$ cat config.mk
export PLATFORM = sky130hd
export DESIGN_NAME = ls368_bus_receiver
export DESIGN_NICKNAME = d
export VERILOG_FILES = /design/src/rtl/ls368_bus_receiver.sv
export SDC_FILE = /design/constraint.sdc
export NUM_CORES = 1
export LEC_CHECK = 0
export BUFFER_PORTS_ARGS = -buffer_cell sky130_fd_sc_hd__buf_4
export CAP_MARGIN = 20
export CORE_MARGIN = 2
export CORE_UTILIZATION = 30
export DETAILED_ROUTE_END_ITERATION = 10
export PLACE_DENSITY = 0.49
export SLEW_MARGIN = 15
export SYNTH_ARGS = -nofsm -noshare
export SYNTH_HDL_FRONTEND = slang
export SYNTH_SLANG_ARGS = --single-unit
$ cat constraint.sdc
create_clock -name CLK -period 3.5 [get_ports CLK]
set_clock_uncertainty 0.1 [all_clocks]
set_input_delay 0.175 -clock CLK [delete_from_list [all_inputs] [get_ports CLK]]
set_output_delay 0.175 -clock CLK [all_outputs]
set_load 0.01 [all_outputs]
$ cat src/rtl/ls368_bus_receiver.sv
// ls368_bus_receiver
//   Receive end of a hex inverting three-state line driver (group 1: 4 lines,
//   group 2: 2 lines, each with an active-low group enable). Every incoming
//   line is synchronised into the CLK domain, re-inverted to true polarity and
//   deglitched per group. Each group presents a held data word, a valid flag,
//   a one-cycle update strobe and a float flag (transmitter disabled).
//
// Ports
//   CLK        system clock, rising edge
//   _CLR       asynchronous active-low reset
//   _1G, _1Y   group-1 enable (active-low) and inverted data lines [3:0]
//   _2G, _2Y   group-2 enable (active-low) and inverted data lines [1:0]
//   D1, D2     accepted data, true polarity
//   V1, V2     group holds an accepted word
//   STB1, STB2 one-cycle pulse when the accepted word changes
//   FLOAT1/2   group transmitter disabled (bus high-Z)
//
// Parameters
//   STABLE_CYCLES  synced samples a word must hold before acceptance (1..15)

module ls368_bus_receiver #(
    parameter int STABLE_CYCLES = 3
) (
    input  logic       CLK,
    input  logic       _CLR,
    input  logic       _1G,
    input  logic [3:0] _1Y,
    input  logic       _2G,
    input  logic [1:0] _2Y,
    output logic [3:0] D1,
    output logic [1:0] D2,
    output logic       V1,
    output logic       V2,
    output logic       STB1,
    output logic       STB2,
    output logic       FLOAT1,
    output logic       FLOAT2
);

    // The two groups share no state; each instance owns its own
    // synchroniser, sample register and counter.
    ls368_group #(
        .W             (4),
        .STABLE_CYCLES (STABLE_CYCLES)
    ) u_grp1 (
        .gclk   (CLK),
        .grst_n (_CLR),
        .g_n    (_1G),
        .y      (_1Y),
        .d      (D1),
        .v      (V1),
        .stb    (STB1),
        .flt    (FLOAT1)
    );

    ls368_group #(
        .W             (2),
        .STABLE_CYCLES (STABLE_CYCLES)
    ) u_grp2 (
        .gclk   (CLK),
        .grst_n (_CLR),
        .g_n    (_2G),
        .y      (_2Y),
        .d      (D2),
        .v      (V2),
        .stb    (STB2),
        .flt    (FLOAT2)
    );

endmodule

// ls368_group
//   One receiver group: 2-flop synchroniser on enable and data, then a
//   DISABLED / SETTLE / VALID deglitch FSM with registered outputs.
//
// Ports
//   gclk, grst_n  clock and asynchronous active-low reset
//   g_n           raw active-low group enable
//   y             raw inverted data lines
//   d, v, stb     accepted word, valid flag, update strobe
//   flt           group disabled (registered, high exactly in DISABLED)

module ls368_group #(
    parameter int W             = 4,
    parameter int STABLE_CYCLES = 3
) (
    input  logic         gclk,
    input  logic         grst_n,
    input  logic         g_n,
    input  logic [W-1:0] y,
    output logic [W-1:0] d,
    output logic         v,
    output logic         stb,
    output logic         flt
);

    // Synchroniser depth is a fixed property of this revision.
    localparam int SYNC_STAGES = 2;
    localparam logic [3:0] CNT_MAX = 4'(STABLE_CYCLES - 1);

    typedef enum logic [1:0] {
        DISABLED = 2'd0,
        SETTLE   = 2'd1,
        VALID    = 2'd2
    } state_t;

    // Shift-register synchronisers; index SYNC_STAGES-1 is the synced output.
    logic [SYNC_STAGES-1:0]        g_pipe;
    logic [SYNC_STAGES-1:0][W-1:0] y_pipe;

    logic         s_g;
    logic [W-1:0] s_w;

    state_t       state;
    logic [W-1:0] sample;
    logic [3:0]   cnt;

    // Reset to 1 = "disabled, lines pulled high", so nothing looks enabled
    // until real samples have propagated through both stages.
    always_ff @(posedge gclk or negedge grst_n) begin
        if (!grst_n) begin
            g_pipe <= '1;
            y_pipe <= '1;
        end else begin
            g_pipe <= {g_pipe[SYNC_STAGES-2:0], g_n};
            y_pipe <= {y_pipe[SYNC_STAGES-2:0], y};
        end
    end

    assign s_g = g_pipe[SYNC_STAGES-1];
    assign s_w = ~y_pipe[SYNC_STAGES-1];

    always_ff @(posedge gclk or negedge grst_n) begin
        if (!grst_n) begin
            state  <= DISABLED;
            sample <= '0;
            cnt    <= '0;
            d      <= '0;
            v      <= 1'b0;
            stb    <= 1'b0;
            flt    <= 1'b1;
        end else begin
            stb <= 1'b0;
            case (state)
                DISABLED: begin
                    if (!s_g) begin
                        state  <= SETTLE;
                        sample <= s_w;
                        cnt    <= '0;
                        flt    <= 1'b0;
                    end
                end
                SETTLE: begin
                    // Disable outranks a data restart on the same sample.
                    if (s_g) begin
                        state <= DISABLED;
                        v     <= 1'b0;
                        cnt   <= '0;
                        flt   <= 1'b1;
                    end else if (s_w != sample) begin
                        sample <= s_w;
                        cnt    <= '0;
                    end else if (cnt == CNT_MAX) begin
                        state <= VALID;
                        d     <= sample;
                        v     <= 1'b1;
                        // Re-accepting the word already on d is silent.
                        stb   <= (sample != d);
                        cnt   <= '0;
                    end else begin
                        cnt <= cnt + 4'd1;
                    end
                end
                VALID: begin
                    if (s_g) begin
                        state <= DISABLED;
                        v     <= 1'b0;
                        flt   <= 1'b1;
                    end else if (s_w != d) begin
                        // Old word stays valid on d while the new one settles.
                        state  <= SETTLE;
                        sample <= s_w;
                        cnt    <= '0;
                    end
                end
                default: begin
                    state <= DISABLED;
                    v     <= 1'b0;
                    cnt   <= '0;
                    flt   <= 1'b1;
                end
            endcase
        end
    end

endmodule
### Yosys cells after proc, flatten, opt, wreduce, memory -nomap -nowiden

Cells that the tools add are included.

| word-level totals | value |
|---|---|
| input port bits | 10 |
| logic and storage cells | 144 |
| flip-flop bits (word level) | 46 |
| output and inout bits | 12 |

| operators by class | value |
|---|---|
| bitwise operators | 8 |
| reductions and logical operators | 18 |
| add/subtract/negate cells | 2 |
| equal/unequal tests | 32 |
| multiplexer cells | 64 |

Operators by type and width:

| operator | count |
|---|---|
| 4-bit 2-to-1 mux | 17 |
| 4-bit case mux with 3 select lines | 3 |
| 2-bit 2-to-1 mux | 17 |
| 4-bit AND reduction | 6 |
| 1-bit 2-to-1 mux | 20 |
| 2-bit case mux with 3 select lines | 3 |
| 2-bit by 1-bit != test with 1-bit output (second input constant) | 8 |
| 2-bit != test (second input constant) | 6 |
| 3-bit by 1-bit != test with 1-bit output (second input constant) | 4 |
| 4-bit != test | 3 |
| 6-bit AND reduction | 2 |
| 4-bit by 1-bit adder with 4-bit output (second input constant) | 2 |
| 4-bit by 2-bit equality test with 1-bit output (second input constant) | 2 |
| 2-bit != test | 3 |
| 3-bit by 2-bit != test with 1-bit output (second input constant) | 2 |
| 1-bit inverter | 6 |
| 1-bit case mux with 3 select lines | 2 |
| 3-bit AND reduction | 2 |
| 3-bit nonzero test | 2 |
| 2-bit by 1-bit equality test with 1-bit output (second input constant) | 2 |
| 2-bit equality test (second input constant) | 2 |
| 2-bit logical NOT | 2 |
| 4-bit inverter | 1 |
| 1-bit case mux with 2 select lines | 2 |
| other kinds (3) | 5 |

### Longest topological paths before layout

| depth | value |
|---|---|
| depth after elaboration | 5 |
| depth in mapped cells | 7 |
| gate-level depth less buffers | 7 |

### Modules after synthesis

A second synthesis with hierarchy kept.

| second synthesis, totals | value |
|---|---|
| cells, all modules | 188 |
| area, all modules | 2213.4 um^2 |

By module, submodules not included:

| module | instances | area an instance (um^2) | cells each |
|---|---|---|---|
| ls368_group (u_grp1) | 1 | 1258.7 | 106 |
| ls368_group (u_grp2) | 1 | 954.7 | 82 |

### Worst setup path before layout

OpenSTA, ideal clock, no wires.

| timing | value |
|---|---|
| kind | register to register |
| start | register u_grp1.y_pipe[6] in the netlist's numbering |
| end | register u_grp1.cnt[3] |
| clock period less this slack | 1828 ps |
| data required time | 3320 ps |
| stages on the path, launching flop included | 6 |
| arrival | 1648 ps |
| setup time | 80 ps |
| path slack | 1672 ps |
| cells stage by stage | dfstp_2 -> xor2_1 -> nand4_1 -> or2_4 -> or4_1 -> o211ai_2 |

| between the ends | value |
|---|---|
| word-level cells in the longest chain between the ends | 5 |

RTL lines:

| item | line | source |
|---|---|---|
| from (decl) | 109 | `logic [SYNC_STAGES-1:0][W-1:0] y_pipe;` |
| from (signal assigned) | 126 | `y_pipe <= {y_pipe[SYNC_STAGES-2:0], y};` |
| 4-bit inverter (*) | 131 | `assign s_w = ~y_pipe[SYNC_STAGES-1];` |
| 4-bit != test | 160 | `end else if (s_w != sample) begin` |
| 4-bit 2-to-1 mux | 160 |  |
| 4-bit 2-to-1 mux | 155 | `if (s_g) begin` |
| 4-bit case mux with 3 select lines | 144 | `case (state)` |
| to (signal assigned) | 171 | `cnt <= cnt + 4'd1;` |
| to (decl) | 116 | `logic [3:0] cnt;` |

Mark *: on every way between the ends. The rest lies on a longest branch, timed or not.
A chain may end at the register's enable or synchronous reset.

### Worst setup path in the final report

| timing | value |
|---|---|
| start | register u_grp1.y_pipe[7] in the netlist's numbering |
| end | register u_grp1.sample[3] |

| between the ends | value |
|---|---|
| word-level cells in the longest chain between the ends | 4 |

RTL lines:

| item | line | source |
|---|---|---|
| 4-bit inverter (*) | 131 |  |
| 4-bit != test, or another cell as far along | 160 |  |
| 2-bit by 1-bit != test with 1-bit output (no line), or another cell as far along | -- |  |
| 6-bit AND reduction (no line) or 4-bit case mux with 3 select lines (tied branches) | -- |  |
| to (signal assigned) | 148 | `sample <= s_w;` |
| to (signal assigned) | 161 | `sample <= s_w;` |
| to (signal assigned) | 182 | `sample <= s_w;` |
| to (decl) | 115 | `logic [W-1:0] sample;` |

Mark *: on every way between the ends. The rest lies on a longest branch, timed or not. The select of a mux whose other input is x is not followed.

==> out/metrics.cfg <==
[run]
drv_cap = 0

[synthesis]
synth_area_leaders = dfrtp_1 33%, dfstp_2 22%, ha_1 7.0%
async_flop_share_pct = 100
synth-seq-cells = 46
synth_cell_types = 34
synth_top_area_share_pct = 32.6
ys.flop_type = dfrtp_1
synth_area_um2 = 2150
synth_nets = 207
synth.avg_cell_area_um2 = 11.6
seq_area_frac_synth_pct = 54.6
ys_warn_count = 0
synth_top_area_cell = dfrtp_1
synth_edf_count = 0
syn_inst = 185

[floorplanning]
die_h_um = 88.6
num_rows = 30
core-area_um2 = 6870
design.die.area_um2 = 7850
start_util_pct = 31.3
die_w_um = 88.6
io_pins = 22

[route]
drc = 0
drtAntennaViolNets = 0
via_per_inst = 4.31
drtPass1Iterations = 4
post_drt_wl_per_cell_um = 11.1
drt-total-wl_um = 3540
vias = 1371
drtIter0Drc = 61

[clock_tree]
ctsHoldBuffers = 9
cts_tree = done
path_clk_slew_ns = 0.08
h-tree-depth = 2
cts_buffer_depth = 2
post_cts_buffers = 0
numCtsBuffers = 5
insertion_delay_ns = 0.29
root_buffer = clkbuf_8
clock-sinks = 46
cts_resized = 0

[global_routing]
grt_max_degree = 47
gr-total-overflow = 0
antenna_found_initial = 0
grtUsageTotal_pct = 10.2
grt_pass1_vias = 1323
grt_pass1_wl_um = 6150

[sta]
period_needed_ns = 1.97
fin_tns_setup_ns = 0
finalMaxSlewViolations = 0
rsz0062_at_grt = false
min_period_over_period_pct = 56.2
relSlewSlack_pct = 62.4
worst_slew_pin_slew_ns = 0.564
finalHoldViolations = 0
worst_slack_ns = 1.53
max_freq_ghz = 0.508
setup_viol = 0

[critical_path]
worst-setup-path-type = register to register
cp.required_ns = 3.61
rr_startpoint = u_grp1.y_pipe[7]
r2r-end = u_grp1.sample[3]
crit_start = u_grp1.y_pipe[7]
critPathLaunchType = register
cp-end-kind = register
r2r_slack_ns = 1.53
arrival_ns = 2.08
cp_max_fo = 7
ff2ff_path_depth = 5

[pwr]
leakagePower_nw = 1.20
ir_worst_vdd_v = 0.000231
powerDensity_nw_per_um2 = 595

[worst_hold_path]
min_to = u_grp1.y_pipe[7]
min_path_type = register to register
worstHoldStart = u_grp1.y_pipe[3]
min_path_cells = 0

[final_layout]
final_nets = 243
diodes = 0
drive_gt1_share_pct = 25.7
area_delta_synth_final_pct = 21.1

[outcome]
outcome = completed

[placed_design]
dpl.hpwl_um = 2540
place_ws_ns = 1.55
port_buffers = 21
gp_congestion = 0.779

## power breakdown
group	total (mW)	internal, mW	switching, mW
registers	0.721	0.631	0.0896
clock network	0.323	0.161	0.162
logic	0.505	0.241	0.264
## worst max-delay path, stage by stage, from the launching register on
cell,delay [ns]
dfstp_2,0.56
xor2_1,0.16
nand3_1,0.12
o21ai_1,0.42
a211o_1,0.30
mux2i_1,0.23
## cells by family after synthesis
family / share of synthesized area (%)
adders and majority gates: 6.99
and+or+nand+nor: 9.96
buffers and inverters: 2.97
DFF: 54.6
AOI/OAI and AO/OA: 10.1
xor gates and xnor gates: 7.34
muxes: 7.98
## stage by stage
step	utilization (%)	power, mW	area [um2]	std cells	hold WS (ns)
global route	37.9	1.69	2600	318	0.258
global placement	35.3	1.24	2420	301	0.127
finish	37.9	1.55	2600	318	0.254
CTS	37.9	1.58	2600	318	0.256
floorplan	-	1.10	2150	185	-0.221
detailed placement	35.3	1.24	2420	301	0.119
## synth_stat cells, drive strengths merged, types with 2 or more instances
| library cell | number |
|---|---|
| a211o | 3 |
| dfstp | 18 |
| xnor2 | 6 |
| a21oi | 6 |
| mux2 | 9 |
| dfrtp | 28 |
| o2bb2ai | 2 |
| ha | 12 |
| mux2i | 7 |
| nor2b | 2 |
| o21bai | 2 |
| a41oi | 2 |
| xor2 | 12 |
| o21ai | 12 |
| or3 | 3 |
| nor2 | 10 |
| nand3 | 4 |
| nand2b | 5 |
| inv | 16 |
| nand2 | 13 |
| nor3b | 2 |
## sequential cells by signal (all words and copies together), names as in the netlist, 4 cells and up
| signal | cells |
|---|---|
| u_grp1.sample | 4 |
| u_grp1.cnt | 4 |
| u_grp1.y_pipe | 8 |
| u_grp2.y_pipe | 4 |
| u_grp1.d | 4 |
| u_grp2.cnt | 4 |
## layer usage
metal | share of wire [%] | vias to the layer above | GRT usage (%) | wire length (um)
met2 | 44 | 15 | 15.3 | 1540
met3 | 2.9 | 7 | 2.99 | 101
met5 | 0 | - | 0 | 0
met1 | 51 | 650 | 13.8 | 1820
met4 | 2.1 | 0 | 4.55 | 75
li1 | - | 699 | - | -
## layout make-up
cell class	count	area, um2
clock buffers	8	90.1
inverters	16	60.1
multi-input cells	122	911
repair buffers	30	248
flip-flops and latches	46	1170
fillers	697	4270
well taps	96	120
## worst max-delay path by stage
stage,to,slack [ns],depth (start not counted)
4_1_cts,u_grp1.sample[3],1.52,5
3_3_place_gp,u_grp1.cnt[3],1.56,5
6_report,u_grp1.sample[3],1.53,5
5_1_grt,u_grp1.sample[3],1.35,5
3_5_place_dp,u_grp1.sample[3],1.55,5
2_1_floorplan,u_grp1.cnt[3],1.67,5
## cells in the final DEF (no fill, tap or decap), drive strengths merged, types with 3 or more instances in the layout
cell type    count
nand2b           5
a21oi            6
a211o            3
nand3            4
o21ai           12
xor2            12
ha              12
clkbuf           8
buf             21
or3              3
mux2             9
mux2i            7
nor2            10
xnor2            6
nand2           13
inv             16
dlygate4sd3      9
dfrtp           28
dfstp           18
Note: power is estimated with default switching activity, not from simulation.
